==> src/rtl/memory_port_arbiter_pkg.sv <==
// arb_pkg: FSM and owner encodings plus parameter defaults shared by the
// memory port arbiter and its wait timer.
package arb_pkg;
    typedef enum logic [1:0] {IDLE, ACCESS, RESP} state_t;
    typedef enum logic {OWN_CPU, OWN_EXT} owner_t;
    localparam int TIMEOUT_DEF = 16;
    localparam logic [31:0] ERR_DATA_DEF = 32'hDEAD_BEEF;
endpackage

==> src/rtl/memory_port_arbiter_if.sv <==
// memory_port_arbiter_if: CPU, external requester and memory bus signals;
// the arbiter takes the slave side.
interface memory_port_arbiter_if;
    logic cpu_req, cpu_wr, busy;
    logic [31:0] cpu_addr, cpu_wdata, cpu_rdata;
    logic ext_req, ext_wr, ext_ack;
    logic [31:0] ext_addr, ext_wdata, ext_rdata;
    logic mem_en, mem_wr, mem_ready, err;
    logic [31:0] mem_addr, mem_wdata, mem_rdata;
    modport master (
        output cpu_req, cpu_wr, cpu_addr, cpu_wdata,
        output ext_req, ext_wr, ext_addr, ext_wdata,
        output mem_rdata, mem_ready,
        input cpu_rdata, busy, ext_rdata, ext_ack,
        input mem_en, mem_wr, mem_addr, mem_wdata, err
    );
    modport slave (
        input cpu_req, cpu_wr, cpu_addr, cpu_wdata,
        input ext_req, ext_wr, ext_addr, ext_wdata,
        input mem_rdata, mem_ready,
        output cpu_rdata, busy, ext_rdata, ext_ack,
        output mem_en, mem_wr, mem_addr, mem_wdata, err
    );
endinterface

==> src/rtl/memory_port_arbiter_wait_timer.sv <==
// wait_timer: counts memory wait cycles; reached fires on the cycle whose
// increment would bring the count to TIMEOUT.
module wait_timer
    import arb_pkg::*;
#(
    parameter int TIMEOUT = TIMEOUT_DEF
) (
    input  logic clock,
    input  logic reset,
    input  logic clear,
    input  logic enable,
    output logic reached
);
    localparam int W = $clog2(TIMEOUT + 1);
    logic [W-1:0] count;
    always_ff @(posedge clock)
        if (reset || clear) count <= '0;
        else if (enable) count <= count + 1'b1;
    assign reached = enable && (count == W'(TIMEOUT - 1));
endmodule

==> src/rtl/memory_port_arbiter.sv <==
// memory_port_arbiter: round-robin arbiter sharing one memory port between
// the CPU and an external requester, with a wait timeout.
module memory_port_arbiter
    import arb_pkg::*;
#(
    parameter int TIMEOUT = TIMEOUT_DEF,
    parameter logic [31:0] ERR_DATA = ERR_DATA_DEF
) (
    input logic clock,
    input logic reset,
    memory_port_arbiter_if.slave bus
);
    state_t state, state_nxt;
    owner_t owner, last_grant, winner;
    logic grant, done, timed_out, ext_wins;
    logic [31:0] rdata_new;
    // EXT wins when alone, or on a tie when the CPU was granted last
    assign ext_wins = bus.ext_req && (!bus.cpu_req || last_grant == OWN_CPU);
    assign winner = ext_wins ? OWN_EXT : OWN_CPU;
    assign grant = state == IDLE && (bus.cpu_req || bus.ext_req);
    assign done = state == ACCESS && (bus.mem_ready || timed_out);
    assign rdata_new = bus.mem_ready ? bus.mem_rdata : ERR_DATA;
    wait_timer #(.TIMEOUT(TIMEOUT)) u_timer (
        .clock   (clock),
        .reset   (reset),
        .clear   (grant),
        .enable  (state == ACCESS && !bus.mem_ready),
        .reached (timed_out)
    );
    always_ff @(posedge clock)
        if (reset) state <= IDLE;
        else state <= state_nxt;
    always_comb begin
        state_nxt = grant ? ACCESS : done ? RESP : (state == RESP) ? IDLE : state;
    end
    assign bus.mem_en = state == ACCESS;
    assign bus.ext_ack = state == RESP && owner == OWN_EXT;
    assign bus.busy = bus.cpu_req && !(state == RESP && owner == OWN_CPU);
    always_ff @(posedge clock)
        if (reset) begin
            owner <= OWN_CPU;
            last_grant <= OWN_EXT;
            bus.err <= 1'b0;
            bus.cpu_rdata <= '0;
            bus.ext_rdata <= '0;
            bus.mem_wr <= 1'b0;
            bus.mem_addr <= '0;
            bus.mem_wdata <= '0;
        end else begin
            if (grant) begin
                owner <= winner;
                last_grant <= winner;
                bus.mem_wr <= ext_wins ? bus.ext_wr : bus.cpu_wr;
                bus.mem_addr <= ext_wins ? bus.ext_addr : bus.cpu_addr;
                bus.mem_wdata <= ext_wins ? bus.ext_wdata : bus.cpu_wdata;
            end
            if (done && timed_out) bus.err <= 1'b1;
            if (done && !bus.mem_wr && owner == OWN_CPU) bus.cpu_rdata <= rdata_new;
            if (done && !bus.mem_wr && owner == OWN_EXT) bus.ext_rdata <= rdata_new;
        end
endmodule

==> src/flat_wrapper.sv <==
// flat-port wrapper written by rule: the top's interface ports become plain ports
module memory_port_arbiter_flat import arb_pkg::*;
#(
    parameter int TIMEOUT = TIMEOUT_DEF,
    parameter logic [31:0] ERR_DATA = ERR_DATA_DEF
)
  (clock, reset, bus_cpu_req, bus_cpu_wr, bus_cpu_addr, bus_cpu_wdata, bus_ext_req, bus_ext_wr, bus_ext_addr, bus_ext_wdata, bus_mem_rdata, bus_mem_ready, bus_cpu_rdata, bus_busy, bus_ext_rdata, bus_ext_ack, bus_mem_en, bus_mem_wr, bus_mem_addr, bus_mem_wdata, bus_err);
  memory_port_arbiter_if bus_i ();
  input logic clock;
  input logic reset;
  input wire logic [$bits(bus_i.cpu_req)-1:0] bus_cpu_req;
  input wire logic [$bits(bus_i.cpu_wr)-1:0] bus_cpu_wr;
  input wire logic [$bits(bus_i.cpu_addr)-1:0] bus_cpu_addr;
  input wire logic [$bits(bus_i.cpu_wdata)-1:0] bus_cpu_wdata;
  input wire logic [$bits(bus_i.ext_req)-1:0] bus_ext_req;
  input wire logic [$bits(bus_i.ext_wr)-1:0] bus_ext_wr;
  input wire logic [$bits(bus_i.ext_addr)-1:0] bus_ext_addr;
  input wire logic [$bits(bus_i.ext_wdata)-1:0] bus_ext_wdata;
  input wire logic [$bits(bus_i.mem_rdata)-1:0] bus_mem_rdata;
  input wire logic [$bits(bus_i.mem_ready)-1:0] bus_mem_ready;
  output wire logic [$bits(bus_i.cpu_rdata)-1:0] bus_cpu_rdata;
  output wire logic [$bits(bus_i.busy)-1:0] bus_busy;
  output wire logic [$bits(bus_i.ext_rdata)-1:0] bus_ext_rdata;
  output wire logic [$bits(bus_i.ext_ack)-1:0] bus_ext_ack;
  output wire logic [$bits(bus_i.mem_en)-1:0] bus_mem_en;
  output wire logic [$bits(bus_i.mem_wr)-1:0] bus_mem_wr;
  output wire logic [$bits(bus_i.mem_addr)-1:0] bus_mem_addr;
  output wire logic [$bits(bus_i.mem_wdata)-1:0] bus_mem_wdata;
  output wire logic [$bits(bus_i.err)-1:0] bus_err;
  assign bus_i.cpu_req = bus_cpu_req;
  assign bus_i.cpu_wr = bus_cpu_wr;
  assign bus_i.cpu_addr = bus_cpu_addr;
  assign bus_i.cpu_wdata = bus_cpu_wdata;
  assign bus_i.ext_req = bus_ext_req;
  assign bus_i.ext_wr = bus_ext_wr;
  assign bus_i.ext_addr = bus_ext_addr;
  assign bus_i.ext_wdata = bus_ext_wdata;
  assign bus_i.mem_rdata = bus_mem_rdata;
  assign bus_i.mem_ready = bus_mem_ready;
  assign bus_cpu_rdata = bus_i.cpu_rdata;
  assign bus_busy = bus_i.busy;
  assign bus_ext_rdata = bus_i.ext_rdata;
  assign bus_ext_ack = bus_i.ext_ack;
  assign bus_mem_en = bus_i.mem_en;
  assign bus_mem_wr = bus_i.mem_wr;
  assign bus_mem_addr = bus_i.mem_addr;
  assign bus_mem_wdata = bus_i.mem_wdata;
  assign bus_err = bus_i.err;
  memory_port_arbiter #(.TIMEOUT(TIMEOUT), .ERR_DATA(ERR_DATA)) u_core (.clock(clock), .reset(reset), .bus(bus_i));
endmodule
==> config.mk <==
export PLATFORM = sky130hd
export DESIGN_NAME = memory_port_arbiter_flat
export DESIGN_NICKNAME = d
export VERILOG_FILES = /design/src/rtl/memory_port_arbiter_pkg.sv /design/src/rtl/memory_port_arbiter_if.sv /design/src/rtl/memory_port_arbiter_wait_timer.sv /design/src/rtl/memory_port_arbiter.sv /design/src/flat_wrapper.sv
export SDC_FILE = /design/constraint.sdc
export NUM_CORES = 1
export LEC_CHECK = 0
export BUFFER_PORTS_ARGS = -buffer_cell sky130_fd_sc_hd__buf_2
export CAP_MARGIN = 20
export CORE_MARGIN = 2
export CORE_UTILIZATION = 46
export CTS_CLUSTER_DIAMETER = 100
export CTS_CLUSTER_SIZE = 40
export DETAILED_ROUTE_END_ITERATION = 16
export PLACE_DENSITY = 0.81
export SLEW_MARGIN = 20
export SYNTH_ARGS = -nofsm -noshare
export SYNTH_HDL_FRONTEND = slang
export SYNTH_SLANG_ARGS = --single-unit
==> constraint.sdc <==
create_clock -name clock -period 2.75 [get_ports clock]
set_clock_uncertainty 0.2 [all_clocks]
set_input_delay 0.1375 -clock clock [delete_from_list [all_inputs] [get_ports clock]]
set_output_delay 0.1375 -clock clock [all_outputs]
set_load 0.01 [all_outputs]
Yosys cells after proc, flatten, opt, wreduce, memory -nomap -nowiden
Cells that the tools add are included.
{"block": "totals", "ff_bits": 139, "output_inout_bits": 133}
{"block": "op_classes", "add_sub_neg": 1, "eq_ne": 3, "mux": 8, "n_bitwise": 2, "reduce_logical": 24}
{"operator": "$mux W32", "count": 3}
{"operator": "$logic_and A1 B1 Y1", "count": 12}
{"operator": "$add A5 B1 Y5 const B", "count": 1}
{"operator": "$eq A5 B4 Y1 const B", "count": 1}
{"operator": "$logic_not A1 Y1", "count": 4}
{"operator": "$logic_or A1 B1 Y1", "count": 4}
{"operator": "$mux W2", "count": 2}
{"operator": "$mux W1", "count": 3}
{"operator": "$reduce_bool A3 Y1", "count": 1}
{"operator": "$eq A2 B1 Y1 const B", "count": 1}
{"operator": "$eq A2 B2 Y1 const B", "count": 1}
{"operator": "$logic_not A2 Y1", "count": 1}
{"operator": "$not A1 Y1", "count": 2}
{"operator": "$reduce_bool A2 Y1", "count": 1}
{"operator": "$reduce_or A2 Y1", "count": 1}

Longest topological paths before layout
Gate-level depths: netlist of the first run.
{"block": "depth", "depth_word": 7, "depth_mapped": 8, "ltp_nobuf": 6}

Cells and area by module
Synthesis of the first run repeated with hierarchy kept, for this count alone.
{"block": "unflattened", "hier_cells": 671, "area_unflattened_um2": 5878.1}
{"module": "memory_port_arbiter", "n_inst": 1, "cells_each": 646, "area_each_um2": 5605.4, "seq_area_each_um2": 2682.6}
{"module": "wait_timer", "n_inst": 1, "cells_each": 25, "area_each_um2": 272.8, "seq_area_each_um2": 100.1}

Worst setup path before layout of the first run
No wires, ideal clock.
{"block": "synth_timing", "path_kind": "register to register", "startpoint": "register u_core.u_timer.count[0]", "endpoint": "register u_core.bus.cpu_rdata[10]", "setup_ns": 0.126, "arrival_ns": 1.722, "required_time_ns": 2.424, "setup_slack_ns": 0.702, "path_stages_with_launch": 9, "cell_sequence": "dfxtp_1 > ha_1 > and3_1 > ha_1 > nor2_1 > or4_1 > buf_2 > buf_2 > mux2i_1"}
{"block": "synth_via", "elab_chain_cells": 6}
{"element": "from (decl)", "line_no": "memory_port_arbiter_wait_timer.sv:15", "text": "logic [W-1:0] count;"}
{"element": "from (signal assigned)", "line_no": "memory_port_arbiter_wait_timer.sv:18", "text": "else if (enable) count <= count + 1'b1;"}
{"element": "$eq A5 B4 Y1", "line_no": "memory_port_arbiter_wait_timer.sv:19", "text": "assign reached = enable && (count == W'(TIMEOUT - 1));"}
{"element": "$logic_and A1 B1 Y1", "line_no": "memory_port_arbiter_wait_timer.sv:19"}
{"element": "$logic_or A1 B1 Y1", "line_no": "memory_port_arbiter.sv:21", "text": "assign done = state == ACCESS && (bus.mem_ready || timed_out);"}
{"element": "$logic_and A1 B1 Y1", "line_no": "memory_port_arbiter.sv:21"}
{"element": "$logic_and A1 B1 Y1 (2 in a row)", "line_no": "memory_port_arbiter.sv:58", "text": "if (done && !bus.mem_wr && owner == OWN_CPU) bus.cpu_rdata <= rdata_new;"}
{"element": "to (signal assigned)", "line_no": "memory_port_arbiter.sv:58"}
{"element": "to (decl)", "line_no": "memory_port_arbiter_if.sv:21", "text": "output cpu_rdata, busy, ext_rdata, ext_ack,"}
No other way between the ends.
A chain may end at the register's enable or synchronous reset.

Worst setup path in the final report of the first run
{"block": "layout_timing", "startpoint": "register u_core.state[0]", "endpoint": "register u_core.bus.mem_addr[23]"}
{"block": "layout_via", "elab_chain_cells": 2}
{"element": "from (decl)", "line_no": "memory_port_arbiter.sv:13", "text": "state_t state, state_nxt;"}
{"element": "from (signal assigned)", "line_no": "memory_port_arbiter.sv:32", "text": "else state <= state_nxt;"}
{"element": "$logic_not A2 Y1", "line_no": "memory_port_arbiter.sv:20", "text": "assign grant = state == IDLE && (bus.cpu_req || bus.ext_req);"}
{"element": "$logic_and A1 B1 Y1", "line_no": "memory_port_arbiter.sv:20"}
{"element": "to (signal assigned)", "line_no": "memory_port_arbiter.sv:54", "text": "bus.mem_addr <= ext_wins ? bus.ext_addr : bus.cpu_addr;"}
{"element": "to (decl)", "line_no": "memory_port_arbiter_if.sv:22", "text": "output mem_en, mem_wr, mem_addr, mem_wdata, err"}
No other way between the ends.

==> impl_metrics.json, run 1 <==
{
  "finalCritPeriodShare_pct": 98.8,
  "leakagePower_nw": 5.30,
  "grt_max_degree": 102,
  "max_cap_viol_count": 0,
  "cts_inserted_buffers": 17,
  "cp_cell_sequence": "or3_2, buf_4, nor3_1, a221o_1, dlygate4sd3_1",
  "io_buffers": 299,
  "routedWlPerCell_microns": 18.4,
  "gp_congestion": 0.787,
  "stdcell_count": 1234,
  "drive_gt1_share_pct": 32.1,
  "grt_overflow": 0,
  "synth_edf_count": 0,
  "cts.clk_slew.worst_paths_ps": 60,
  "multiInputGateArea_sq_mm": 0.00253,
  "timing.setup.tns_ps": 0,
  "syn_avg_cell_area_sq_um": 9.60,
  "hold_viol_final": 0,
  "max_slew_margin_pct": 48.1,
  "clk_path_buf_depth": 2,
  "drtIter0Drc": 576,
  "drtAntennaViolNets": 0,
  "synthTopCellsByCount": "dfxtp_1 (139), inv_1 (96), nor3_1 (66)",
  "grt.busiest_layer": "met2",
  "cts.root.buffer_cell": "clkbuf_16",
  "std_cell_rows": 41,
  "final_nets": 1218,
  "firstDrtPassIters": 5,
  "synth-main-ff-cell": "dfxtp_1",
  "cts_tree": "done",
  "antenna_cells": 0,
  "antenna_found_initial": 0,
  "die_area_sq_mm": 0.0137,
  "cp_data_required_time_ps": 2910,
  "gr-usage-met1_pct": 32.7,
  "drv_slew": 0,
  "post-cts-setup-buffer-count": 0,
  "yosys_warnings": 0,
  "async_reset_ff_share_pct": 0,
  "netlist_top_cells_area": "dfxtp_1 (47%), a221o_1 (11%), mux2i_1 (11%)",
  "syn_inst": 614,
  "synth_top_area_share_pct": 47.2,
  "synth_cell_types": 30,
  "fin_crit_ps": 2720,
  "yosysMostFrequentCell": "dfxtp_1",
  "ff_latch_area_sq_mm": 0.00278,
  "n_fill_cell": 752,
  "die_x_microns": 117,
  "clkLatencyLatePin_ps": 410,
  "worst-path-max-fanout": 66,
  "synth_top_area_cell": "dfxtp_1",
  "worst_hold_slack_ps": 17.4,
  "die_y_microns": 117,
  "grt_pass1_vias": 6594,
  "grt_usage_pct": 31.2,
  "grtUsageMet2_pct": 53.8,
  "grt_first_pass_wirelength_microns": 32800,
  "dp_hpwl_microns": 11500,
  "crit_arrival_ps": 2880,
  "tightest_slew_ps": 778,
  "start_util_pct": 46.9,
  "place_inst": 1041,
  "critPathMaxStageDelay_ps": 550,
  "irDropWorstVdd_mv": 0.339,
  "cts_sinks": 139,
  "min_path_type": "in -> reg",
  "viasPerCell": 5.33,
  "start_kind": "register",
  "rsz0062_at_grt": "false",
  "syn-cell-area_sq_mm": 0.00589,
  "coreArea_sq_mm": 0.0126,
  "status": "finished, final reports clean",
  "p_per_area_mw_per_mm2": 566,
  "via_count": 6578,
  "setup_violations": 0,
  "fmax_mhz": 368,
  "crit_type": "reg -> reg",
  "syn_nets": 783,
  "area_delta_synth_final_pct": 63.6,
  "routed_wl_microns": 22700,
  "drc": 0,
  "end_kind": "register",
  "use_met3_pct": 9.42,
  "synth-seq-cells": 139,
  "ios": 300,
  "cp_slowest_cell": "or3_2",
  "ys_seq_area_share_pct": 47.2,
  "htree_num_levels": 4
}
[area by class of cell]
cell class                      count  share of cell area (%)
Clock inverter                      9                    1.01
Clock buffer                       23                    4.65
Tap cell                          172                    2.23
Inverter                           96                    3.74
Multi-Input combinational cell    327                    26.3
Sequential cell                   139                    28.9
Timing Repair Buffer              468                    33.3
[metrics by stage]
step           power, mW  setup WS [ps]  util [%]  instance area (sq um)
2_1_floorplan       2.68            702         -                   5890
3_3_place_gp        3.02            474      59.5                   7480
3_5_place_dp        3.03            438      59.5                   7480
4_1_cts             5.39            201      76.7                   9640
5_1_grt             5.64           19.2      76.7                   9640
6_report            5.45           33.6      76.7                   9640
[routing by layer]
| layer | vias up | part of all wire, % |
|---|---|---|
| met1 | 3023 | 35 |
| met5 | - | 0 |
| met2 | 445 | 49 |
| met3 | 116 | 9.1 |
| met4 | 0 | 6.4 |
| li1 | 2994 | - |
[sequential cells by signal, summed over array words and instances (netlist names)]
name                  flops
u_core.last_grant         1
u_core.bus.ext_rdata     32
u_core.bus.err            1
u_core.state              2
u_core.u_timer.count      5
u_core.bus.mem_wdata     32
u_core.owner              1
u_core.bus.mem_wr         1
u_core.bus.cpu_rdata     32
u_core.bus.mem_addr      32
[layout by cell type, fill, tap and decap left out, drive strengths merged, types with 3 or more instances in the layout]
master,n
a211oi,4
a21o,24
a21oi,3
a221o,65
buf,307
clkbuf,23
clkinv,6
dfxtp,139
dlygate4sd3,161
inv,96
mux2i,65
nand2b,65
nand3b,8
nor2,7
nor3,66
[final timing paths]
check,from,endpoint,slack [ps],cells after the start
setup / recovery,u_core.state[0],u_core.bus.mem_addr[23],30,5
hold / removal,bus_ext_req,u_core.state[0],20,3
setup reg to reg,u_core.state[0],u_core.bus.mem_addr[23],30,5
hold reg to reg,u_core.bus.cpu_rdata[19],u_core.bus.cpu_rdata[19],270,2
[critical path, delay by kind of cell (launching register included)]
family | cells | cell delay [ps]
buffers and inverters | 2 | 890
AO/OA/AOI/OAI | 1 | 200
AND/OR/NAND/NOR | 2 | 940
flip-flops | 1 | 380
[cells by family (layout without fill, tap and decap cells)]
| group | Yosys count | in the layout | synth area share [%] |
|---|---|---|---|
| AO/OA/AOI/OAI | 103 | 103 | 15.8 |
| XOR/XNOR | 2 | 2 | 0.297 |
| adder cells (fa/ha/maj) | 2 | 2 | 0.425 |
| buffers and inverters | 148 | 596 | 10.1 |
| flip-flops | 139 | 139 | 47.2 |
| multiplexers | 65 | 65 | 11.0 |
| AND/OR/NAND/NOR | 155 | 155 | 15.1 |
[power breakdown]
group          switching [mW]  internal [mW]
clock network           0.830           1.32
registers              0.0916           2.15
logic                   0.497          0.556
total                    1.42           4.04
[what timing repair did]
action | in CTS | in global routing
gates resized for setup | 0 | 1
setup endpoints to repair | 0 | 1
hold endpoints to repair | 133 | 0
hold buffers | 161 | 0
Note: power is estimated with default switching activity, not from simulation.
==> run 2, diff against run 1 <==
MAX_ROUTING_LAYER = met4   (was unset)
==> run 2 against run 1 <==
Against the previous run:
- setup slack got worse by 12 ps
- largest power group unchanged
- count of clock-buffer cells in the layout unchanged
- final cell count unchanged
- global-route usage is 0.86 points higher
- clock power hardly changed
- sequential power hardly changed
- largest cell class unchanged
- first-iteration DRC count is 9.0% higher
- die area did not move
- via count rose by 0.29%
- critical endpoint is now u_core.bus.mem_wdata[10]
- sequential share of layout area is the same
- register-to-register slack about the same
==> impl_metrics.json, run 2 (same netlist as run 1, synthesis figures left out) <==
{
  "die_x_microns": 117,
  "drtAntennaViolNets": 0,
  "p_per_area_mw_per_mm2": 565,
  "dp_hpwl_microns": 11500,
  "gp_congestion": 0.798,
  "crit_type": "reg -> reg",
  "cts_sinks": 139,
  "die_area_sq_mm": 0.0137,
  "coreArea_sq_mm": 0.0126,
  "antenna_found_initial": 0,
  "seqPwrFrac_pct": 41.2,
  "final_nets": 1218,
  "pwr-share-clk_pct": 39.5,
  "drv_slew": 0,
  "r2r_cells": 5,
  "cts.clk_slew.worst_paths_ps": 60,
  "timing.setup.tns_ps": 0,
  "stdcell_count": 1234,
  "via_count": 6597,
  "ff_latch_area_sq_mm": 0.00278,
  "worst_hold_slack_ps": 22.2,
  "ios": 300,
  "p_sw_share_pct": 26.0,
  "firstDrtPassIters": 5,
  "viasPerCell": 5.35,
  "irDropWorstVdd_mv": 0.339,
  "rrSetupSlack_ps": 20,
  "cts.root.buffer_cell": "clkbuf_16",
  "worst-path-max-fanout": 66,
  "grt_usage_pct": 32.0,
  "htree_num_levels": 4,
  "r2r-end": "u_core.bus.mem_wdata[10]",
  "combPwrFrac_pct": 19.3,
  "pre_cts_slack_ps": 438,
  "fmax_mhz": 366,
  "start_util_pct": 46.9,
  "grt_first_pass_wirelength_microns": 32700,
  "io_buffers": 299,
  "routed_wl_microns": 22700,
  "die_y_microns": 117,
  "setup_violations": 0,
  "power_switching_mw": 1.42,
  "fin_crit_ps": 2730,
  "r2r_start": "u_core.state[0]",
  "clkLatencyLatePin_ps": 410,
  "crit_arrival_ps": 2880,
  "grt_max_degree": 102,
  "max_cap_viol_count": 0,
  "antenna_cells": 0,
  "place_inst": 1041,
  "grt_pass1_vias": 6593,
  "min_to": "u_core.state[0]",
  "hold_path_depth": 3,
  "setup_ws_ps": 21.3,
  "hold_viol_final": 0,
  "hold_start": "bus_ext_req",
  "drive_gt1_share_pct": 32.1,
  "tightest_slew_ps": 774,
  "final_common_cell": "buf_2",
  "cts_inserted_buffers": 17,
  "multiInputGateArea_sq_mm": 0.00253,
  "clk_path_buf_depth": 2,
  "power.internal_mw": 4.03,
  "status": "finished, final reports clean",
  "end_kind": "register",
  "std_cell_rows": 41,
  "finalCritPeriodShare_pct": 99.2,
  "start_kind": "register",
  "grt_overflow": 0,
  "max_slew_margin_pct": 48.4,
  "fin_util_pct": 76.7,
  "n_fill_cell": 752,
  "leakagePower_nw": 5.30,
  "mostFrequentLayoutCells": "buf_2 (299), dlygate4sd3_1 (161), dfxtp_1 (139)",
  "rsz0062_at_grt": "false",
  "drc": 0,
  "drtIter0Drc": 628,
  "area_delta_synth_final_pct": 63.6,
  "cp_data_required_time_ps": 2900,
  "cts_tree": "done",
  "routedWlPerCell_microns": 18.4,
  "min_path_type": "in -> reg"
}
==> run 2: cell counts in the layout (fill, tap and decap cells not counted) <==
No cell type changed its count.
==> run 2: repair_timing <==
item	in CTS	in global routing
endpoints found under the setup margin	0	1
buffers inserted	0	0
hold buffers	161	0
endpoints found under the hold margin	133	0
gates resized for setup	0	1
==> run 2: area by class of cell <==
| cell class | count | share of cell area, % |
|---|---|---|
| Clock inverter | 9 | 1.01 |
| Timing Repair Buffer | 468 | 33.3 |
| Inverter | 96 | 3.74 |
| Tap cell | 172 | 2.23 |
| Clock buffer | 23 | 4.65 |
| Sequential cell | 139 | 28.9 |
| Multi-Input combinational cell | 327 | 26.3 |
==> run 2: per-layer routing <==
| layer | track usage, % | up-vias | share of wire (%) |
|---|---|---|---|
| met1 | 33.1 | 3041 | 36 |
| met2 | 53.7 | 444 | 50 |
| li1 | - | 2991 | - |
| met3 | 8.70 | 121 | 8.5 |
| met4 | 20.5 | 0 | 6.2 |
| met5 | - | - | 0 |
==> run 2: through the flow <==
step / instance area (sq um) / power, mW
floorplan: 5890 / 2.68
global placement: 7480 / 3.02
detailed placement: 7480 / 3.03
CTS: 9640 / 5.39
global route: 9640 / 5.64
finish: 9640 / 5.45
==> run 2: worst max path at each step <==
stage	start	endpoint
after floorplan	u_core.u_timer.count[0]	u_core.bus.cpu_rdata[10]
after global placement	u_core.u_timer.count[0]	u_core.bus.cpu_rdata[13]
after detailed placement	u_core.u_timer.count[0]	u_core.bus.cpu_rdata[20]
after CTS	u_core.state[0]	u_core.bus.mem_wdata[31]
after global routing	u_core.state[0]	u_core.bus.mem_addr[23]
final	u_core.state[0]	u_core.bus.mem_wdata[10]
==> run 2: power by group through the flow <==
stage | registers [mW] | logic [mW] | clock network, mW
finish | 2.25 | 1.05 | 2.15
global route | 2.25 | 1.11 | 2.27
CTS | 2.23 | 0.990 | 2.17
detailed placement | 2.27 | 0.758 | 0
global placement | 2.27 | 0.748 | 0
floorplan | 2.33 | 0.356 | 0
==> run 2: worst max-delay path: stages (launching register included) <==
cell,delay [ps]
dfxtp_1,380
or3_2,550
buf_4,360
nor3_1,430
a221o_1,180
dlygate4sd3_1,550
==> run 3, diff against run 2 <==
ABC_AREA = 1   (was unset)
CORE_UTILIZATION = 47   (was 46)
PLACE_DENSITY = unset   (was 0.81)
PLACE_DENSITY_LB_ADDON = 0.1   (was unset)
==> run 3 against run 2 <==
Against the previous run:
- non-clock buffer count rose by 11
- first-iteration DRC count grew 8.1%
- die area is 3.4% higher
- count of clock-buffer cells in the layout shrank 5
- sequential power rose by 3%
- setup slack better by 420 ps
- clock power grew 19%
- combinational power grew 40%
- critical path depth up 4
==> impl_metrics.json, run 3 <==
{
  "synthMuxAreaShare_pct": 0,
  "start_util_pct": 47.6,
  "ys_seq_area_share_pct": 44.6,
  "final_common_cell": "nand2_1",
  "syn_inst": 962,
  "grt_usage_pct": 32.9,
  "synth_edf_count": 0,
  "syn_nets": 1131,
  "cp_data_required_time_ps": 2910,
  "p_sw_share_pct": 29.0,
  "antenna_found_initial": 2,
  "syn_avg_cell_area_sq_um": 6.48,
  "grt_max_degree": 67,
  "synth_top_area_cell": "dfxtp_1",
  "cts_resized": 0,
  "n_fill_cell": 950,
  "die_y_microns": 119,
  "gp_congestion": 0.836,
  "crit_type": "reg -> reg",
  "post-cts-setup-buffer-count": 0,
  "max_cap_viol_count": 0,
  "grt_first_pass_wirelength_microns": 36700,
  "drive_gt1_share_pct": 25.8,
  "synth_xor_area_share_pct": 0,
  "routed_wl_microns": 22400,
  "fmax_mhz": 434,
  "ios": 300,
  "ctsHoldBuffers": 164,
  "fin_crit_ps": 2310,
  "max_slew_margin_pct": 52.7,
  "io_buffers": 299,
  "grtUsageMet2_pct": 53.6,
  "power.internal_mw": 4.50,
  "leakagePower_nw": 5.43,
  "r2r_cells": 9,
  "drtAntennaViolNets": 0,
  "synth_top_family_by_area": "simple AND/OR/NAND/NOR gates",
  "finalCritPeriodShare_pct": 83.9,
  "htree_num_levels": 4,
  "via_count": 7914,
  "cts_tree": "done",
  "min_path_type": "in -> reg",
  "seqPwrFrac_pct": 36.6,
  "hold_viol_final": 0,
  "synth_fa_ha_area_share_pct": 0.401,
  "mostFrequentLayoutCells": "nand2_1 (421), buf_2 (299), dlygate4sd3_1 (164)",
  "clk_path_buf_depth": 2,
  "clkLatencyLatePin_ps": 410,
  "final_nets": 1561,
  "syn-cell-area_sq_mm": 0.00623,
  "die_x_microns": 119,
  "drtIter0Drc": 679,
  "tightest_slew_ps": 707,
  "firstDrtPassIters": 5,
  "cts.clk_slew.worst_paths_ps": 60,
  "end_kind": "register",
  "async_reset_ff_share_pct": 0,
  "hold_path_depth": 5,
  "gr-usage-met1_pct": 37.2,
  "start_kind": "register",
  "synth_cell_types": 23,
  "synth_compound_area_share_pct": 0.743,
  "setup_violations": 0,
  "grt.busiest_layer": "met2",
  "cts_sinks": 139,
  "multiInputGateArea_sq_mm": 0.00308,
  "synthTopCellsByCount": "nand2_1 (422), nor2_1 (162), dfxtp_1 (139)",
  "grt_overflow": 0,
  "drc": 0,
  "yosys_warnings": 0,
  "netlist_top_cells_area": "dfxtp_1 (45%), nand2_1 (25%), nor2_1 (9.8%)",
  "synth-seq-cells": 139,
  "status": "finished, final reports clean",
  "coreArea_sq_mm": 0.0131,
  "combPwrFrac_pct": 23.2,
  "cts.root.buffer_cell": "clkbuf_16",
  "viasPerCell": 5.00,
  "synthSimpleGateAreaFrac_pct": 48.0,
  "pwr-share-clk_pct": 40.2,
  "area_delta_synth_final_pct": 62.1,
  "fin_area_sq_mm": 0.0101,
  "cts_inserted_buffers": 17,
  "timing.setup.tns_ps": 0,
  "worst-path-max-fanout": 31,
  "dp_hpwl_microns": 12800,
  "die_area_sq_mm": 0.0142,
  "routedWlPerCell_microns": 14.1,
  "drv_slew": 0,
  "grt_pass1_vias": 7732,
  "ff_latch_area_sq_mm": 0.00278,
  "synth_top_area_share_pct": 44.6,
  "irDropWorstVdd_mv": 0.591,
  "use_met3_pct": 7.38,
  "yosysMostFrequentCell": "nand2_1",
  "synth-main-ff-cell": "dfxtp_1",
  "rsz0062_at_grt": "false",
  "p_per_area_mw_per_mm2": 627,
  "std_cell_rows": 42,
  "dpl_cell_area_sq_mm": 0.00780,
  "power_switching_mw": 1.84,
  "crit_arrival_ps": 2460
}
run 3: cell count changes after synthesis, sizes merged, moves of 65 or more:
cell	previous run	this run
nand2	0	422
nor2	7	166
inv	96	22
nand3	1	71
a221o	65	0
mux2i	65	0
nand2b	65	0
nor3	66	1
run 3: power groups by stage:
stage | Clock [mW] | Sequential, mW | Combinational [mW]
finish | 2.55 | 2.32 | 1.47
CTS | 2.57 | 2.32 | 1.43
floorplan | 0 | 2.44 | 0.615
global placement | 0 | 2.35 | 1.17
global route | 2.68 | 2.34 | 1.61
detailed placement | 0 | 2.35 | 1.18
run 3: metal layers:
metal / vias to the layer above / routed length (microns)
met5: - / 0
met4: 0 / 1140
met3: 94 / 1580
met2: 394 / 10900
met1: 3538 / 8760
li1: 3888 / -
run 3: stage by stage:
stage / setup WS [ps] / hold slack (ps) / util [%] / power (mW) / std cells
after CTS: 470 / 5.87 / 77.2 / 6.31 / 1581
after detailed placement: 548 / 220 / 59.6 / 3.53 / 1385
after global placement: 622 / 214 / 59.6 / 3.52 / 1385
after floorplan: 840 / 6.57 / - / 3.06 / 962
after global routing: 213 / 44.7 / 77.2 / 6.63 / 1583
final: 444 / 20.4 / 77.2 / 6.34 / 1583
run 3: final timing paths:
| kind | start | to | slack (ps) |
|---|---|---|---|
| max | u_core.last_grant | u_core.bus.mem_wdata[18] | 440 |
| min | bus_mem_ready | u_core.bus.ext_rdata[8] | 20 |
| max reg2reg | u_core.last_grant | u_core.bus.mem_wdata[18] | 440 |
| min reg2reg | u_core.bus.mem_wdata[21] | u_core.bus.mem_wdata[21] | 250 |
run 3: cell type report:
class                   count  share of cell area (%)
clock buffers              18                    4.35
inverters                  24                   0.916
repair buffers            479                    32.4
diodes                      2                  0.0495
well taps                 176                    2.18
multi-input cells         731                    30.5
clock inverters            14                    2.15
flip-flops and latches    139                    27.5
run 3: logic make-up (layout without fill, tap and decap cells):
kind of cell	after synthesis	in the layout
other	0	2
DFF	139	139
AOI/OAI and AO/OA	9	9
buffers and inverters	92	535
adders and majority gates	2	2
and+or+nand+nor	720	720
run 3: critical path, stage by stage, from the launching register on:
cell and delay (ps):
dfxtp_1 310, nand2_1 60, nand2_2 60, inv_2 390
buf_4 340, nand2_1 80, nand2_1 60, dlygate4sd3_1 560
nand3_1 100, nand2_1 90
